<file path="src/rtl/sdram_pkg.sv">
// Shared types and defaults for the SDRAM refresh scheduler.
package sdram_pkg;

  localparam int unsigned DEBT_W               = 4;
  localparam int unsigned TREFI_CYCLES_DEFAULT = 780;
  localparam int unsigned MAX_DEBT_DEFAULT     = 8;
  localparam int unsigned URGENT_LEVEL_DEFAULT = 6;
  localparam int unsigned CNT_W_DEFAULT        = 16;

  typedef enum logic [1:0] {
    ST_IDLE   = 2'd0,
    ST_LAZY   = 2'd1,
    ST_URGENT = 2'd2
  } state_t;

endpackage

</file>
<file path="src/rtl/sdram_interval_timer.sv">
// Free-running tREFI interval counter; tick marks the last cycle of each interval.
module sdram_interval_timer #(
  parameter int unsigned TREFI_CYCLES = 780,
  parameter int unsigned CNT_W        = 16
) (
  input  logic             clk,
  input  logic             rst_n,
  input  logic             enable,
  output logic [CNT_W-1:0] count,
  output logic             tick
);

  localparam logic [CNT_W-1:0] LAST = CNT_W'(TREFI_CYCLES - 1);

  assign tick = enable && (count == LAST);

  always_ff @(posedge clk or negedge rst_n) begin
    if (!rst_n) begin
      count <= '0;
    end else if (!enable || (count == LAST)) begin
      count <= '0;
    end else begin
      count <= count + CNT_W'(1);
    end
  end

endmodule

</file>
<file path="src/rtl/sdram_refresh_scheduler.sv">
// Tracks postponed AUTO REFRESH debt and requests refresh lazily when idle,
// or forcefully once the debt reaches the urgent level.
module sdram_refresh_scheduler
  import sdram_pkg::*;
#(
  parameter int unsigned TREFI_CYCLES = TREFI_CYCLES_DEFAULT,
  parameter int unsigned MAX_DEBT     = MAX_DEBT_DEFAULT,
  parameter int unsigned URGENT_LEVEL = URGENT_LEVEL_DEFAULT,
  parameter int unsigned CNT_W        = CNT_W_DEFAULT
) (
  input  logic              clk,
  input  logic              rst_n,
  input  logic              enable,
  input  logic              in_idle,
  input  logic              host_busy,
  input  logic              ref_ack,
  input  logic              clear_err,
  output logic              ref_req,
  output logic              ref_urgent,
  output logic [DEBT_W-1:0] debt,
  output logic              overflow_err
);

  localparam logic [DEBT_W-1:0] MAX_L = DEBT_W'(MAX_DEBT);
  localparam logic [DEBT_W-1:0] URG_L = DEBT_W'(URGENT_LEVEL);

  logic [CNT_W-1:0]  interval_count;
  logic              tick;
  state_t            state, state_nxt;
  logic [DEBT_W-1:0] debt_nxt;
  logic              ref_req_nxt;
  logic              ref_urgent_nxt;
  logic              overflow_nxt;

  sdram_interval_timer #(
    .TREFI_CYCLES (TREFI_CYCLES),
    .CNT_W        (CNT_W)
  ) u_timer (
    .clk    (clk),
    .rst_n  (rst_n),
    .enable (enable),
    .count  (interval_count),
    .tick   (tick)
  );

  a_count_in_range : assert property (
    @(posedge clk) disable iff (!rst_n) interval_count < CNT_W'(TREFI_CYCLES)
  );

  // State, debt and registered outputs.
  always_ff @(posedge clk or negedge rst_n) begin
    if (!rst_n) begin
      state        <= ST_IDLE;
      debt         <= '0;
      ref_req      <= 1'b0;
      ref_urgent   <= 1'b0;
      overflow_err <= 1'b0;
    end else begin
      state        <= state_nxt;
      debt         <= debt_nxt;
      ref_req      <= ref_req_nxt;
      ref_urgent   <= ref_urgent_nxt;
      overflow_err <= overflow_nxt;
    end
  end

  // Debt update, then state transition from the updated debt.
  always_comb begin
    state_nxt      = state;
    debt_nxt       = debt;
    ref_req_nxt    = 1'b0;
    ref_urgent_nxt = 1'b0;
    overflow_nxt   = overflow_err;

    // Set is evaluated after clear so a saturated tick wins.
    if (clear_err) begin
      overflow_nxt = 1'b0;
    end

    if (!enable) begin
      state_nxt = ST_IDLE;
      debt_nxt  = '0;
    end else begin
      if (tick && !ref_ack) begin
        if (debt == MAX_L) begin
          overflow_nxt = 1'b1;
        end else begin
          debt_nxt = debt + DEBT_W'(1);
        end
      end else if (ref_ack && !tick && (debt != '0)) begin
        debt_nxt = debt - DEBT_W'(1);
      end

      case (state)
        ST_IDLE: begin
          if (debt_nxt >= URG_L) begin
            state_nxt = ST_URGENT;
          end else if (debt_nxt != '0) begin
            state_nxt = ST_LAZY;
          end
        end
        ST_LAZY: begin
          ref_req_nxt = in_idle && !host_busy;
          if (debt_nxt >= URG_L) begin
            state_nxt = ST_URGENT;
          end else if (debt_nxt == '0) begin
            state_nxt = ST_IDLE;
          end
        end
        ST_URGENT: begin
          ref_req_nxt = 1'b1;
          if (debt_nxt == '0) begin
            state_nxt = ST_IDLE;
          end
        end
        default: begin
          state_nxt = ST_IDLE;
        end
      endcase

      // One dead cycle after each issued refresh avoids double-issue.
      if (ref_ack) begin
        ref_req_nxt = 1'b0;
      end
      ref_urgent_nxt = (state_nxt == ST_URGENT);
    end
  end

endmodule

</file>
<file path="config.mk">
export PLATFORM = sky130hd
export DESIGN_NAME = sdram_refresh_scheduler
export DESIGN_NICKNAME = d
export VERILOG_FILES = /design/src/rtl/sdram_pkg.sv /design/src/rtl/sdram_interval_timer.sv /design/src/rtl/sdram_refresh_scheduler.sv
export SDC_FILE = /design/constraint.sdc
export NUM_CORES = 1
export LEC_CHECK = 0
export CORE_ASPECT_RATIO = 1.5
export CORE_MARGIN = 2
export CORE_UTILIZATION = 35
export DETAILED_ROUTE_END_ITERATION = 8
export GPL_TIMING_DRIVEN = 1
export PLACE_DENSITY_LB_ADDON = 0.1
export SLEW_MARGIN = 20
export SYNTH_ARGS = -nofsm -noshare
export SYNTH_HDL_FRONTEND = slang
export SYNTH_HIERARCHICAL = 1
export SYNTH_SLANG_ARGS = --single-unit
</file>
<file path="constraint.sdc">
create_clock -name clk -period 3.05 [get_ports clk]
set_clock_uncertainty 0.15 [all_clocks]
set_input_delay 0.4575 -clock clk [delete_from_list [all_inputs] [get_ports clk]]
set_output_delay 0.4575 -clock clk [all_outputs]
set_load 0.05 [all_outputs]
</file>
==> flow_results.org <==
** Power and ir drop
- The design draws 1.15 mW.
- Across the VDD grid, the largest voltage drop is 288 uV.
- For this design the static power due to leakage is 0.771 nW.
- For this design the ratio of total power to cell area is 631 nW/um^2.

** Place
- Number of I/O port buffers :: 13
- Placed insts :: 226
- Routability cong. :: 0.810
- The wire-length estimate of the detail-placed layout is 2670 um.

** CTS
- TritonCTS built the clock tree.
- Gates resized during post-CTS repair numbered 0.
- CTS Root Cell :: sky130_fd_sc_hd__clkbuf_8
- In this run the number of H-tree levels came out at 1.
- Clk slew on worst S/H paths :: 0.08 ns
- Total of hold buffers inserted after clock tree synthesis :: 0
- Once the clock tree was built, the setup fixing pass inserted 0 buffers.
- Buffer levels on the longest clock path :: 2
- Clk_lat worst skew :: 0.27 ns
- Inserted Clock Buffers :: 3
- CTS saw 25 sinks.

** Synthesis
- Biggest area contributors in the synthesized netlist :: sky130_fd_sc_hd__dfrtp_1 39%, sky130_fd_sc_hd__xnor2_1 6.0%, sky130_fd_sc_hd__ha_1 5.4%
- Synth Cell Area :: 1610 um^2
- Yosys mapped a number of flops with a built-in enable equal to 0.
- Register bit total from synthesis :: 25
- Cell taking the most area after synthesis :: sky130_fd_sc_hd__dfrtp_1
- Sequential cells were found to cover 38.9% of the synthesized design area.
- In the synthesized netlist the dominant register cell turns out to be sky130_fd_sc_hd__dfrtp_1.
- The synthesized design devotes to its leading area cell type 38.9% of total area.
- Yosys printed 6 warnings.
- Dividing the synthesized area by the synthesized cell count gives 9.57 um^2.
- Synthesis produced a netlist whose cell count is 168.
- Syn nets :: 182
- Counting distinct cell types in the post-synthesis netlist gives 52.
- After synthesis, the share of flip-flops with an asynchronous set or reset is 100%.

** Floorplanning
- The floorplan step defined a die boundary enclosing 5160 um^2.
- The die is 59.3 um wide.
- Pin placement for this block handled 14 I/O pins.
- In this run the standard cell core region covers 4470 um^2.
- Once the floorplan was initialized, standard cells occupied 36.0% of the core.
- Standard-cell row count :: 30
- Die height :: 87.0 um

** GRT
- Largest net degree at the start of global routing :: 26
- Global routing finished with a remaining overflow of 0.
- The first global-routing pass estimated 6180 um of wire.
- The number of global-route vias before repair came to 1338.
- Total global routing track utilization :: 15.5%
- The number of antenna violations at the first check in global routing came to 0.

** Route
- The first detailed-routing pass took 4 iterations.
- Routed wire per std cell :: 16.0 um
- WL final :: 3670 um
- Total number of vias :: 1301
- Dividing the detail-routed via count by the number of cells gives 5.66.
- First-iteration detailed-routing DRC count :: 107
- Routed signal wires occupy layers up through met4.
- Met3 routed wirelength :: 103 um
- Antenna violation net count after detailed routing :: 0
- Total DRC errors in the routed layout :: 0
- Detailed routing placed a total of 1970 um of wire on met2.
- The detailed router put a total of 1520 um of wire on met1.

** Setup path
- The worst setup path is captured at a register.
- For the worst setup path, the data arrival time is 2.87 ns.
- For the worst flop-to-flop path, the logic depth is 11.
- STA classifies the critical path startpoint as a register.
- Along the worst path, the maximum fanout reaches 16.
- The critical path is of the reg2reg type.
- CP endpoint :: state[0]
- At the worst endpoint, the required time is 3.06 ns.
- Register-to-register setup slack :: 0.19 ns
- The worst register-to-register path begins at u_timer/count[0].
- Worst setup path startpoint :: u_timer/count[0]
- The worst register-to-register path ends at state[0].

** Layout
- Compared with the post-synthesis result, the final layout area differs by 13.5%.
- The top cell types in the final layout, fill and taps aside, are 25 x sky130_fd_sc_hd__dfrtp_1, 17 x sky130_fd_sc_hd__nor2_1, 13 x sky130_fd_sc_hd__clkdlybuf4s50_1, 12 x sky130_fd_sc_hd__inv_1, 11 x sky130_fd_sc_hd__xnor2_1.
- Diode count :: 0
- At the end of the flow, the number of nets in the layout was 197.
- Fillcell total :: 455
- Most common cell after layout, fill and taps aside :: sky130_fd_sc_hd__dfrtp_1
- In the final layout, the share of cells above drive strength 1 is 11.0%.
- Cells fill 40.9% of the core in the end.
- Final cell count without fillers :: 230

** Timing
- Final total negative setup slack :: 0 ns
- The final max-slew violation count was 0.
- Transition time of the tightest slew-check pin :: 0.515 ns
- Setup repair after global routing left no endpoint under its margin.
- Across all hold checks on the routed design, the worst slack comes to 0.350 ns.
- Setup-violating endpoint count in the final report :: 0
- Count of final hold-check violations :: 0
- Of the available clock period, the critical path in the final layout requires 93.7%.
- Highest attainable clock frequency :: 0.350 GHz
- Minimum clock period :: 2.86 ns
- Headroom to the max-slew limit came out at 65.6%.

** Hold path
- Worst Hold Depth :: 1
- The worst hold path belongs to the class reg2reg.

** Status
- Run status :: finished clean

** Run
- Number of maximum-capacitance constraint violations :: 0
## layer usage
layer	up-vias	global-route usage, %
li1	630	-
met1	638	17.6
met2	26	27.8
met3	7	1.78
met4	0	7.23
met5	-	0
## cell type report
class | instances | area [um^2] | share of cell area (%)
Clock buffer | 4 | 45.0 | 2.47
Sequential cell | 25 | 626 | 34.3
Inverter | 12 | 45.0 | 2.47
Timing Repair Buffer | 17 | 160 | 8.77
Tap cell | 48 | 60.1 | 3.29
Multi-Input combinational cell | 124 | 890 | 48.7
## sequential cells by signal (all words and copies together), names as in the netlist
signal and cells:
debt 4, overflow_err 1, ref_req 1, ref_urgent 1, state 2, u_timer/count 16
## through the flow
| step | worst slack, ns | instance area (um^2) |
|---|---|---|
| 2_1_floorplan | 0.411 | 1610 |
| 3_3_place_gp | 0.307 | 1780 |
| 3_5_place_dp | 0.238 | 1780 |
| 4_1_cts | 0.209 | 1830 |
| 5_1_grt | 0.0327 | 1830 |
| 6_report | 0.191 | 1830 |
## Yosys cell counts, types with 4 or more instances
| cell type | n |
|---|---|
| sky130_fd_sc_hd__nor3_1 | 6 |
| sky130_fd_sc_hd__nand4_1 | 6 |
| sky130_fd_sc_hd__nor4_1 | 5 |
| sky130_fd_sc_hd__nor2_1 | 17 |
| sky130_fd_sc_hd__dfrtp_1 | 25 |
| sky130_fd_sc_hd__xor2_1 | 4 |
| sky130_fd_sc_hd__xnor2_1 | 11 |
| sky130_fd_sc_hd__ha_1 | 7 |
| sky130_fd_sc_hd__inv_1 | 12 |
| sky130_fd_sc_hd__nand2_1 | 10 |
| sky130_fd_sc_hd__o22ai_1 | 4 |
| sky130_fd_sc_hd__a21oi_1 | 5 |
## worst min-delay path by stage
stage,from,end,slack (ns)
2_1_floorplan,rst_n,debt[0],0.01
3_3_place_gp,u_timer/count[0],u_timer/count[0],0.31
3_5_place_dp,u_timer/count[0],u_timer/count[0],0.35
4_1_cts,u_timer/count[0],u_timer/count[0],0.36
5_1_grt,u_timer/count[0],u_timer/count[0],0.39
6_report,u_timer/count[0],u_timer/count[0],0.35
## critical path, stage by stage, from the launching register on
cell,delay [ns]
sky130_fd_sc_hd__dfrtp_1,0.42
sky130_fd_sc_hd__ha_1,0.27
sky130_fd_sc_hd__and4_1,0.22
sky130_fd_sc_hd__nand4_1,0.12
sky130_fd_sc_hd__nor2_1,0.05
sky130_fd_sc_hd__buf_4,0.19
sky130_fd_sc_hd__nor4b_1,0.33
sky130_fd_sc_hd__a311oi_1,0.12
sky130_fd_sc_hd__or2_4,0.31
sky130_fd_sc_hd__a2111oi_4,0.33
sky130_fd_sc_hd__nor3_2,0.09
sky130_fd_sc_hd__and2_1,0.16
## report_power, final
part	total (mW)	internal, mW	switching, mW
clock network	0.196	0.0935	0.103
registers	0.405	0.359	0.0461
logic	0.551	0.251	0.300
total	1.15	0.704	0.449
## cell families (layout without fill, tap and decap cells)
family	Yosys count	count (layout)	share of synthesized area (%)
AOI/OAI and AO/OA	24	24	12.5
DFF	25	25	38.9
muxes	2	2	1.25
buffers and inverters	19	33	5.76
and+or+nand+nor	76	76	27.9
xor gates and xnor gates	15	15	8.17
adders and majority gates	7	7	5.45
(Power assumes the default switching activity.)
